## config.mk

```make
export PLATFORM = sky130hd
export DESIGN_NAME = ram_loader
export DESIGN_NICKNAME = d
export VERILOG_FILES = /design/src/rtl/ram_loader_pkg.sv /design/src/rtl/ram_loader.sv
export SDC_FILE = /design/constraint.sdc
export NUM_CORES = 1
export LEC_CHECK = 0
export ABC_AREA = 1
export CAP_MARGIN = 40
export CORE_ASPECT_RATIO = 1.5
export CORE_MARGIN = 5
export CORE_UTILIZATION = 25
export DETAILED_ROUTE_END_ITERATION = 8
export DONT_BUFFER_PORTS = 1
export PLACE_DENSITY = 0.37
export SLEW_MARGIN = 10
export SYNTH_ARGS = -nofsm -noshare
export SYNTH_HDL_FRONTEND = slang
export SYNTH_SLANG_ARGS = --single-unit
```

## constraint.sdc

```tcl
create_clock -name clk -period 5.8 [get_ports clk]
set_clock_uncertainty 0.2 [all_clocks]
set_input_delay 1.45 -clock clk [delete_from_list [all_inputs] [get_ports clk]]
set_output_delay 1.45 -clock clk [all_outputs]
set_load 0.1 [all_outputs]
```

## src/rtl/ram_loader_pkg.sv

```systemverilog
// Shared types for the RAM loader: controller states and command opcodes.
package ram_loader_pkg;

  typedef enum logic [1:0] {
    IDLE = 2'd0,
    LOAD = 2'd1,
    DUMP = 2'd2,
    DONE = 2'd3
  } state_t;

  typedef enum logic {
    OP_LOAD = 1'b0,
    OP_DUMP = 1'b1
  } op_t;

endpackage

```

## src/rtl/ram_loader.sv

```systemverilog
// RAM loader: bulk-writes a word stream into a RAM region (LOAD) or reads a
// region back out as a stream (DUMP), one command at a time, over a
// single-port RAM interface with combinational read data.
// Optional: define RAM_LOADER_CHKSUM_EN to add chksum_o, the XOR of every word
// written (LOAD) or handed out on the dump stream (DUMP) by the last command.
module ram_loader
  import ram_loader_pkg::*;
#(
  parameter  int DEPTH      = 1024,
  parameter  int WORD_WIDTH = 32,
  localparam int ADDR_WIDTH = $clog2(DEPTH) + 1
) (
  input  logic                  clk,
  input  logic                  rstn_i,
  input  logic                  cmd_valid_i,
  output logic                  cmd_ready_o,
  input  logic                  cmd_op_i,
  input  logic [ADDR_WIDTH-1:0] cmd_base_i,
  input  logic [ADDR_WIDTH-1:0] cmd_len_i,
  input  logic                  wdata_valid_i,
  output logic                  wdata_ready_o,
  input  logic [WORD_WIDTH-1:0] wdata_i,
  output logic                  rdata_valid_o,
  input  logic                  rdata_ready_i,
  output logic [WORD_WIDTH-1:0] rdata_o,
  output logic                  rdata_last_o,
  output logic                  busy_o,
  output logic                  done_o,
  output logic                  err_o,
`ifdef RAM_LOADER_CHKSUM_EN
  output logic [WORD_WIDTH-1:0] chksum_o,
`endif
  output logic [ADDR_WIDTH-1:0] ram_addr_o,
  output logic                  ram_en_o,
  output logic                  ram_we_o,
  output logic [WORD_WIDTH-1:0] ram_din_o,
  input  logic [WORD_WIDTH-1:0] ram_dout_i
);

  localparam logic [ADDR_WIDTH:0]   DEPTH_W = (ADDR_WIDTH + 1)'(DEPTH);
  localparam logic [ADDR_WIDTH-1:0] ONE     = ADDR_WIDTH'(1);

  state_t                state_q, state_d;
  logic [ADDR_WIDTH-1:0] cur_q, cur_d;
  logic [ADDR_WIDTH-1:0] rem_q, rem_d;
  logic                  err_q, err_d;
  logic [WORD_WIDTH-1:0] rdata_q, rdata_d;
  logic                  rvalid_q, rvalid_d;
  logic                  rlast_q, rlast_d;
`ifdef RAM_LOADER_CHKSUM_EN
  logic [WORD_WIDTH-1:0] chk_q, chk_d;
`endif

  // One extra bit on the sum so base+len cannot overflow before the compare.
  logic [ADDR_WIDTH:0] end_sum;
  logic                range_err;
  assign end_sum   = {1'b0, cmd_base_i} + {1'b0, cmd_len_i};
  assign range_err = (end_sum > DEPTH_W);

  // Next-state, RAM strobes and stream control for the active command.
  always_comb begin
    // NOTE: every signal gets a default before the case so no path leaves one
    // unassigned; otherwise synthesis infers a latch.
    state_d       = state_q;
    cur_d         = cur_q;
    rem_d         = rem_q;
    err_d         = err_q;
    rdata_d       = rdata_q;
    rvalid_d      = rvalid_q;
    rlast_d       = rlast_q;
    ram_en_o      = 1'b0;
    ram_we_o      = 1'b0;
    ram_din_o     = '0;
    wdata_ready_o = 1'b0;
`ifdef RAM_LOADER_CHKSUM_EN
    chk_d         = chk_q;
`endif
    unique case (state_q)
      IDLE: begin
        if (cmd_valid_i) begin
          cur_d = cmd_base_i;
          rem_d = cmd_len_i;
          err_d = range_err;
`ifdef RAM_LOADER_CHKSUM_EN
          chk_d = '0;
`endif
          // Out-of-range or empty commands finish without touching the RAM.
          if (range_err || cmd_len_i == '0) state_d = DONE;
          else if (op_t'(cmd_op_i) == OP_DUMP) state_d = DUMP;
          else state_d = LOAD;
        end
      end
      LOAD: begin
        wdata_ready_o = 1'b1;
        if (wdata_valid_i) begin
          ram_en_o  = 1'b1;
          ram_we_o  = 1'b1;
          ram_din_o = wdata_i;
          cur_d     = cur_q + ONE;
          rem_d     = rem_q - ONE;
`ifdef RAM_LOADER_CHKSUM_EN
          chk_d     = chk_q ^ wdata_i;
`endif
          if (rem_q == ONE) state_d = DONE;
        end
      end
      DUMP: begin
        // Output beat consumed: drop valid unless a new read refills it below.
        if (rvalid_q && rdata_ready_i) begin
          rvalid_d = 1'b0;
          rlast_d  = 1'b0;
`ifdef RAM_LOADER_CHKSUM_EN
          chk_d    = chk_q ^ rdata_q;
`endif
          if (rlast_q) state_d = DONE;
        end
        // Read the next word whenever the output register is free this cycle.
        if (rem_q != '0 && (!rvalid_q || rdata_ready_i)) begin
          ram_en_o = 1'b1;
          rdata_d  = ram_dout_i;
          rvalid_d = 1'b1;
          rlast_d  = (rem_q == ONE);
          cur_d    = cur_q + ONE;
          rem_d    = rem_q - ONE;
        end
      end
      DONE: state_d = IDLE;
      default: state_d = IDLE;
    endcase
  end

  // State and datapath registers; reset aborts any command in flight.
  always_ff @(posedge clk or negedge rstn_i) begin
    if (!rstn_i) begin
      state_q  <= IDLE;
      cur_q    <= '0;
      rem_q    <= '0;
      err_q    <= 1'b0;
      rdata_q  <= '0;
      rvalid_q <= 1'b0;
      rlast_q  <= 1'b0;
`ifdef RAM_LOADER_CHKSUM_EN
      chk_q    <= '0;
`endif
    end else begin
      // NOTE: non-blocking assignments so every register samples the values
      // from before this edge, independent of statement order.
      state_q  <= state_d;
      cur_q    <= cur_d;
      rem_q    <= rem_d;
      err_q    <= err_d;
      rdata_q  <= rdata_d;
      rvalid_q <= rvalid_d;
      rlast_q  <= rlast_d;
`ifdef RAM_LOADER_CHKSUM_EN
      chk_q    <= chk_d;
`endif
    end
  end

  assign cmd_ready_o   = (state_q == IDLE);
  assign busy_o        = (state_q != IDLE);
  assign done_o        = (state_q == DONE);
  assign err_o         = done_o & err_q;
  assign rdata_valid_o = rvalid_q;
  assign rdata_o       = rdata_q;
  assign rdata_last_o  = rlast_q;
  assign ram_addr_o    = cur_q;
`ifdef RAM_LOADER_CHKSUM_EN
  assign chksum_o      = chk_q;
`endif

endmodule
```

After elaboration in Yosys (flattened, before gate mapping)
Index checks and enable logic that the tools add are counted.
Widths: inputs -> output; s select.
- register bits: 59
- bits of input ports: 92
- output and inout bits: 84
- word-level logic and storage cells: 64
- add/sub/neg operators: 3
- order comparisons: 1
- equality and inequality tests: 10
- multiplexer cells: 26
- bitwise gates (word level): 1
- reductions and logical operators: 16
- operator list (kind ; count):
    $mux 11 ; 6
    $pmux 11 s3 ; 2
    $mux 32 ; 2
    $mux 2 ; 7
    $add 11x11->12 ; 1
    $gt 12x11->1 const B ; 1
    $ne 2x2->1 const B ; 6
    $add 11x1->11 const B ; 1
    $eq 11x1->1 const B ; 1
    $logic_not 11->1 ; 1
    $reduce_bool 11->1 ; 1
    $sub 11x1->11 const B ; 1
    $pmux 2 s4 ; 1
    $mux 1 ; 7
    $reduce_and 2->1 ; 3
    $reduce_and 5->1 ; 1
    $eq 2x2->1 const B ; 2
    $reduce_and 4->1 ; 1
    $reduce_bool 2->1 ; 2
    $reduce_bool 3->1 ; 1
    $eq 2x1->1 const B ; 1
    $logic_and 1x1->1 ; 2
    $logic_not 2->1 ; 1
    $logic_or 1x1->1 ; 2
    other kinds (3) ; 3

Depth between registers and ports, before layout
Gate-level depths: netlist of the first run.
- depth in word-level cells: 6
- mapped depth: 17
- mapped depth without buffers: 15

Least setup slack after synthesis of the first run
No wires, ideal clock.
- path type: in2out
- start: in rdata_ready_i
- end: out ram_en_o
- arrival time: 3439 ps
- data required time: 4150 ps
- setup slack: 711 ps
- cell stages on the path: 5
- path buffers: 1
- cell sequence: inv_1 > a21oi_2 > nand2_4 > clkbuf_1 > a21oi_1
- cells in the longest elaborated chain, start to end: 4
- ends and longest elaborated chain (element ; line ; source):
    from (decl) ; ram_loader.sv:24 ; input logic rdata_ready_i,
    $logic_or 1x1->1 ; ram_loader.sv:118 ; if (rem_q != '0 && (!rvalid_q || rdata_ready_i)) begin
    $logic_and 1x1->1 ; ram_loader.sv:118 ;
    $mux 1 ; ram_loader.sv:118 ;
    $pmux 1 s2 ; ram_loader.sv:78 ; unique case (state_q)
    to (decl) ; ram_loader.sv:34 ; output logic ram_en_o,
No other way between the ends.

Worst setup path in the final report of the first run
Same ends and word-level chain as after synthesis.

==> out/qor.csv, run 1 <==
metric,value,unit
total of warnings raised by yosys,0,
maximum frequency from static timing analysis,245,MHz
antenna-violating nets left,0,
area enclosed by the die boundary,18300,sq um
required arrival time at the worst endpoint,4.15,ns
shortest clock period the worst path allows after layout,4.09,ns
clock edge transition at the registers on the reported setup and hold paths,0.06,ns
placed standard-cell area,5940,sq um
input/output buffers,0,
Adder-Cell Fraction of Synth Area,0.0660,
Placer Congestion,0.832,
startpoint type of the worst setup path,primary input,
final worst-path cycle share,0.704,
data arrival time of the critical path,2.44,ns
Congestion Overflow GR,0,
kind of critical path,in2out,
Chip Height,163,um
reg-to-reg setup timing slack,2.86,ns
root buffer cell,clkbuf_16,
Residual DRC,0,
half-perimeter wire length after detailed placement,10900,um
result of the run,finished clean,
multi-input logic area,2060,sq um
Setup Buffers After CTS,0,
first-pass detailed-route iteration total,4,
Max-slew headroom,0.429,
Compound-Gate Fraction of Synth Area,0.0967,
measured slew at the worst slew-check pin,0.856,ns
flip-flop and latch count after synthesis,59,
number of antenna violations at the first check in global routing,0,
count of unique library cells instantiated by Yosys,36,
dominant combinational cell family by area after synthesis,simple AND/OR/NAND/NOR gates,
Synth async-reset ratio,1.00,
highest net fanout along the worst path,36,
maximum root-to-sink buffer count,2,
number of inserted diodes,0,
post-synthesis instance area,3910,sq um
number of instances on the worst hold path,2,
number of sinks on the clock net,59,
post-layout utilization of the core,0.406,
# fillers,1538,
capturing element type of the critical path,primary output,
GRT Overall Usage,0.147,
"EDFF count, synth",0,
via count of the first global-routing pass,4022,
synthesized netlist net count,693,
layout cell share with drive strength beyond 1,0.214,
signed area change from the synthesized netlist to the final layout,60.9,%
startpoint of the worst-slack reg-to-reg timing path,rem_q[0]$_DFFE_PN0P_,
H-tree levels,3,
number of buffers created by CTS,9,
setup violation total in the final timing report,0,
overall routed net length,13800,um
multiplexer share of the synthesized area,0,
post-placement worst setup slack,1.69,ns
register cell area after layout,1480,sq um
depth of the worst register-to-register path,15,
sequential share of the synthesized area,0.378,
Syn Area/Cell,6.73,sq um
standard-cell rows,56,
placeable core region,15500,sq um
worst setup slack after layout,1.71,ns
count of hold buffers inserted by post-cts repair,0,
Initial Util,0.252,
endpoint of the worst hold path,rem_q[6]$_DFFE_PN0P_,
Avg Vias per Cell,4.48,
cell count after synthesis,581,
maximum number of pins on one net before global-route repair,60,
RSZ-0062 raised after global routing,no,
wire length of the first global-routing pass,21200,um
Final Hold Violating Endpoints,0,
number of nets at the end of the flow,813,
routed wire length per instance,15.2,um
aggregate negative setup slack,0,ns
insertion delay of the later-clocked pin in the worst-skew pair,0.32,ns
post-cts sizing count,0,
top-level port count,176,
Min-Delay Startpoint,rem_q[6]$_DFFE_PN0P_,
top flip-flop cell by instance count after synthesis,dfrtp_1,
synthesized-area fraction occupied by and/or/nand/nor cells,0.336,
reg2reg end,ram_addr_o[8]$_DFFE_PN0P_,
fraction of synthesized cell area in xor and xnor cells,0.00672,
CTS tree,done,
cell area after layout,6290,sq um
Die Wd,112,um
count of pins over their slew limit,0,
initial drt markers,186,
worst hold-check path type,reg2reg,
MaxCap Viol Count,0,
total via count in the routed design,4075,
-- how the worst max path moves through the flow --
stage	endpoint	startpoint	slack (ns)	cells past startpoint
floorplan	ram_en_o	rdata_ready_i	0.71	5
global placement	ram_en_o	wdata_valid_i	1.60	3
detailed placement	ram_en_o	rdata_ready_i	1.69	5
CTS	ram_en_o	rdata_ready_i	1.69	5
global route	ram_en_o	rem_q[0]$_DFFE_PN0P_	1.57	12
finish	ram_en_o	rdata_ready_i	1.71	5
-- cells in the mapped netlist, types with 2 or more instances --
master	number	area (sq um)
dfrtp_1	59	1480
nand4_1	13	81.3
a31oi_1	13	81.3
nor4_1	2	12.5
nand3_1	32	160
nor2_2	2	12.5
inv_2	3	11.3
nand2_4	2	22.5
xor2_1	3	26.3
ha_1	19	238
clkbuf_1	14	52.6
a21oi_1	16	80.1
inv_1	93	349
o21ai_1	6	30.0
nor2_1	73	274
o21bai_1	2	15.0
nand2_1	191	717
nor3_1	2	10.0
o21ai_0	16	80.1
o31ai_1	2	15.0
buf_6	3	33.8
-- per-layer routing --
layer | wire length, um | track usage
met4 | 133 | 0.0437
met2 | 7270 | 0.260
met1 | 5300 | 0.167
met5 | 0 | 0
met3 | 1090 | 0.0482
-- metrics by stage --
step | std cells | hold slack [ns]
detailed placement | 893 | 0.357
floorplan | 581 | 0.313
global placement | 804 | 0.341
finish | 909 | 0.366
global route | 909 | 0.402
CTS | 909 | 0.373
-- placed cells by master (no fill, tap or decap), types with 2 or more instances in the layout --
master | netlist | final
xor2_1 | 3 | 3
buf_2 | 1 | 2
nor2_1 | 73 | 41
buf_16 | 0 | 49
nor3_1 | 2 | 2
o21ai_1 | 6 | 6
ha_1 | 19 | 19
nor2_2 | 2 | 34
dfrtp_1 | 59 | 59
inv_1 | 93 | 93
a21oi_1 | 16 | 15
buf_1 | 0 | 38
buf_4 | 0 | 38
clkbuf_16 | 0 | 9
o21bai_1 | 2 | 2
nor4_1 | 2 | 2
inv_2 | 3 | 3
a31oi_1 | 13 | 13
clkinv_2 | 0 | 2
a21oi_2 | 1 | 2
nand4_1 | 13 | 13
o31ai_1 | 2 | 2
nand2_2 | 1 | 2
o21ai_0 | 16 | 16
nand3_1 | 32 | 32
nand2_1 | 191 | 190
bufinv_16 | 0 | 3
nand2_4 | 2 | 2
-- cell families (layout without fill, tap and decap cells) --
| kind of cell | Yosys count | after routing |
|---|---|---|
| compound gates | 64 | 64 |
| xor+xnor | 3 | 3 |
| fa+ha+maj | 20 | 20 |
| buf+inv | 115 | 240 |
| flops | 59 | 59 |
| simple gates | 320 | 320 |
-- sequential cells by signal, indices dropped and copies added, names as in the netlist --
register / flops
rdata_last_o: 1
rdata_valid_o: 1
err_q: 1
rem_q: 11
ram_addr_o: 11
state_q: 2
rdata_o: 32
-- worst max-delay path, stage by stage --
cell and delay [ns]:
inv_1 0.03, a21oi_2 0.19, nand2_4 0.26, a21oi_2 0.20, buf_4 0.30
-- cell type report --
class / count / area share
timing repair buffer: 127 / 0.284
clock inverter: 5 / 0.0159
multi-input combinational: 407 / 0.328
sequential: 59 / 0.235
clock buffer: 11 / 0.0386
inverter: 97 / 0.0579
tap: 203 / 0.0404
Power of run 1 is not shown: default switching activity piles up to over one toggle a cycle in this logic, so the estimate is an artifact.
==> run 2, diff against run 1 <==
==> constraint.sdc (replaced) <==
create_clock -name clk -period 4 [get_ports clk]
set_clock_uncertainty 0.2 [all_clocks]
set_input_delay 1 -clock clk [delete_from_list [all_inputs] [get_ports clk]]
set_output_delay 1 -clock clk [all_outputs]
set_load 0.1 [all_outputs]
==> run 2 against run 1 <==
Effect of this change: setup slack got worse by 0.89 ns; utilization increased by 1.2 points; critical path depth increased by 7; via count fell by 2.2%; die area unchanged; register-to-register slack got worse by 1.7 ns; largest cell class unchanged; wire length is 1.2% lower; final cell count shrank 0.77%; final area increased by 3.0%; critical path type is now reg2out.
==> out/qor.csv, run 2 (synthesis results as in run 1) <==
metric,value,unit,change
shortest clock period the worst path allows after layout,3.17,ns,
startpoint of the worst-slack reg-to-reg timing path,rem_q[0]$_DFFE_PN0P_,,unchanged
layout cell share with drive strength beyond 1,0.219,,was 0.214
Worst Path Buf+Inv,5,,was 2
final worst-path cycle share,0.793,,
GRT Overall Usage,0.147,,about the same
signed area change from the synthesized netlist to the final layout,65.8,%,was 60.9%
number of nets at the end of the flow,806,,was 813
Chip Height,163,um,unchanged
count of pins over their slew limit,0,,unchanged
number of sinks on the clock net,59,,unchanged
cell family contributing the most delay on the critical path,buffers and inverters,,was compound AO/OA/AOI/OAI gates
root buffer cell,clkbuf_16,,unchanged
Final Hold Violating Endpoints,0,,unchanged
result of the run,finished clean,,unchanged
antenna-violating nets left,0,,unchanged
CP cell instances,inv_1 -> ha_1 -> inv_1 -> nor2_2 -> inv_2 -> nor2_4 -> inv_2 -> nor2_2 -> a21oi_2 -> nand2_4 -> a21oi_2 -> buf_12,,was inv_1 -> a21oi_2 -> nand2_4 -> a21oi_2 -> buf_4
Max-slew headroom,0.583,,was 0.429
depth of the worst register-to-register path,16,,was 15
reg2reg end,ram_addr_o[8]$_DFFE_PN0P_,,unchanged
maximum frequency from static timing analysis,315,MHz,
Setup Buffers After CTS,0,,unchanged
count of hold buffers inserted by post-cts repair,0,,unchanged
Die Wd,112,um,unchanged
capturing element type of the critical path,primary output,,unchanged
worst hold-check path type,in2async,,was reg2reg
reg-to-reg setup timing slack,1.15,ns,was 2.86 ns
insertion delay of the later-clocked pin in the worst-skew pair,0.32,ns,about the same
# fillers,1552,,was 1538
clock edge transition at the registers on the reported setup and hold paths,0.06,ns,about the same
maximum number of pins on one net before global-route repair,60,,unchanged
initial drt markers,166,,was 186
measured slew at the worst slew-check pin,0.625,ns,was 0.856 ns
Congestion Overflow GR,0,,unchanged
Residual DRC,0,,unchanged
half-perimeter wire length after detailed placement,11000,um,was 10900 um
CTS tree,done,,unchanged
Placer Congestion,0.822,,was 0.832
Critical Path Max Stage Delay,0.39,ns,was 0.30 ns
standard-cell rows,56,,unchanged
"Slowest-stage cell, CP",dfrtp_1,,was buf_4
routed wire length per instance,15.1,um,was 15.2 um
Avg Vias per Cell,4.42,,was 4.48
MaxCap Viol Count,0,,unchanged
overall routed net length,13600,um,was 13800 um
H-tree levels,3,,unchanged
kind of critical path,reg2out,,was in2out
startpoint type of the worst setup path,flip-flop,,was primary input
register cell area after layout,1480,sq um,unchanged
data arrival time of the critical path,1.97,ns,was 2.44 ns
post-cts sizing count,0,,unchanged
"most common cell after layout, fill and taps aside",nand2_1,,unchanged
input/output buffers,0,,unchanged
placeable core region,15500,sq um,unchanged
setup violation total in the final timing report,0,,unchanged
number of inserted diodes,0,,unchanged
area enclosed by the die boundary,18300,sq um,unchanged
highest-count cells in the layout ignoring fill and taps,"nand2_1, inv_1, dfrtp_1",,unchanged
max reg flops,32,,unchanged
post-placement worst setup slack,0.900,ns,was 1.69 ns
total via count in the routed design,3984,,was 4075
first-pass detailed-route iteration total,4,,unchanged
number of antenna violations at the first check in global routing,0,,unchanged
RSZ-0062 raised after global routing,no,,unchanged
top-level port count,176,,unchanged
maximum root-to-sink buffer count,2,,unchanged
wire length of the first global-routing pass,21600,um,was 21200 um
via count of the first global-routing pass,4037,,was 4022
number of buffers created by CTS,9,,unchanged
required arrival time at the worst endpoint,2.80,ns,was 4.15 ns
Initial Util,0.252,,unchanged
worst setup slack after layout,0.829,ns,was 1.71 ns
highest net fanout along the worst path,4,,was 36
multi-input logic area,2060,sq um,unchanged
## run 2: layout make-up
cell class / count / share of cell area
Multi-Input combinational cell: 407 / 0.318
Timing Repair Buffer: 120 / 0.313
Sequential cell: 59 / 0.228
Inverter: 97 / 0.0562
Tap cell: 203 / 0.0392
Clock buffer: 11 / 0.0375
Clock inverter: 5 / 0.00811
## run 2: per-layer routing
metal / vias up / GRT usage / routed length [um]
li1: 2036 / - / -
met1: 1818 / 0.161 / 4980
met2: 111 / 0.262 / 7230
met3: 19 / 0.0563 / 1100
met4: 0 / 0.0487 / 320
met5: - / 0 / 0
## run 2: how the worst max path moves through the flow
stage,startpoint,endpoint,slack [ns],cells after the start
CTS,rem_q[0]$_DFFE_PN0P_,ram_en_o,0.79,12
global placement,wdata_valid_i,ram_we_o,0.92,4
detailed placement,cmd_base_i[0],state_q[1]$_DFFE_PN0P_,0.90,14
global route,rem_q[0]$_DFFE_PN0P_,ram_en_o,0.65,12
floorplan,state_q[1]$_DFFE_PN0P_,ram_din_o[22],-0.38,5
finish,rem_q[0]$_DFFE_PN0P_,ram_en_o,0.83,12
## run 2: stage by stage
stage	instances	area, sq um	util	TNS, ns	hold slack (ns)
after global placement	815	4950	0.320	0	0.347
after CTS	902	6480	0.418	0	0.153
final	902	6480	0.418	0	0.170
after detailed placement	886	6180	0.399	0	0.357
after global routing	902	6480	0.418	0	0.153
after floorplan	581	3910	-	-11.44	0.313
Power of run 2 is left out for the same reason.
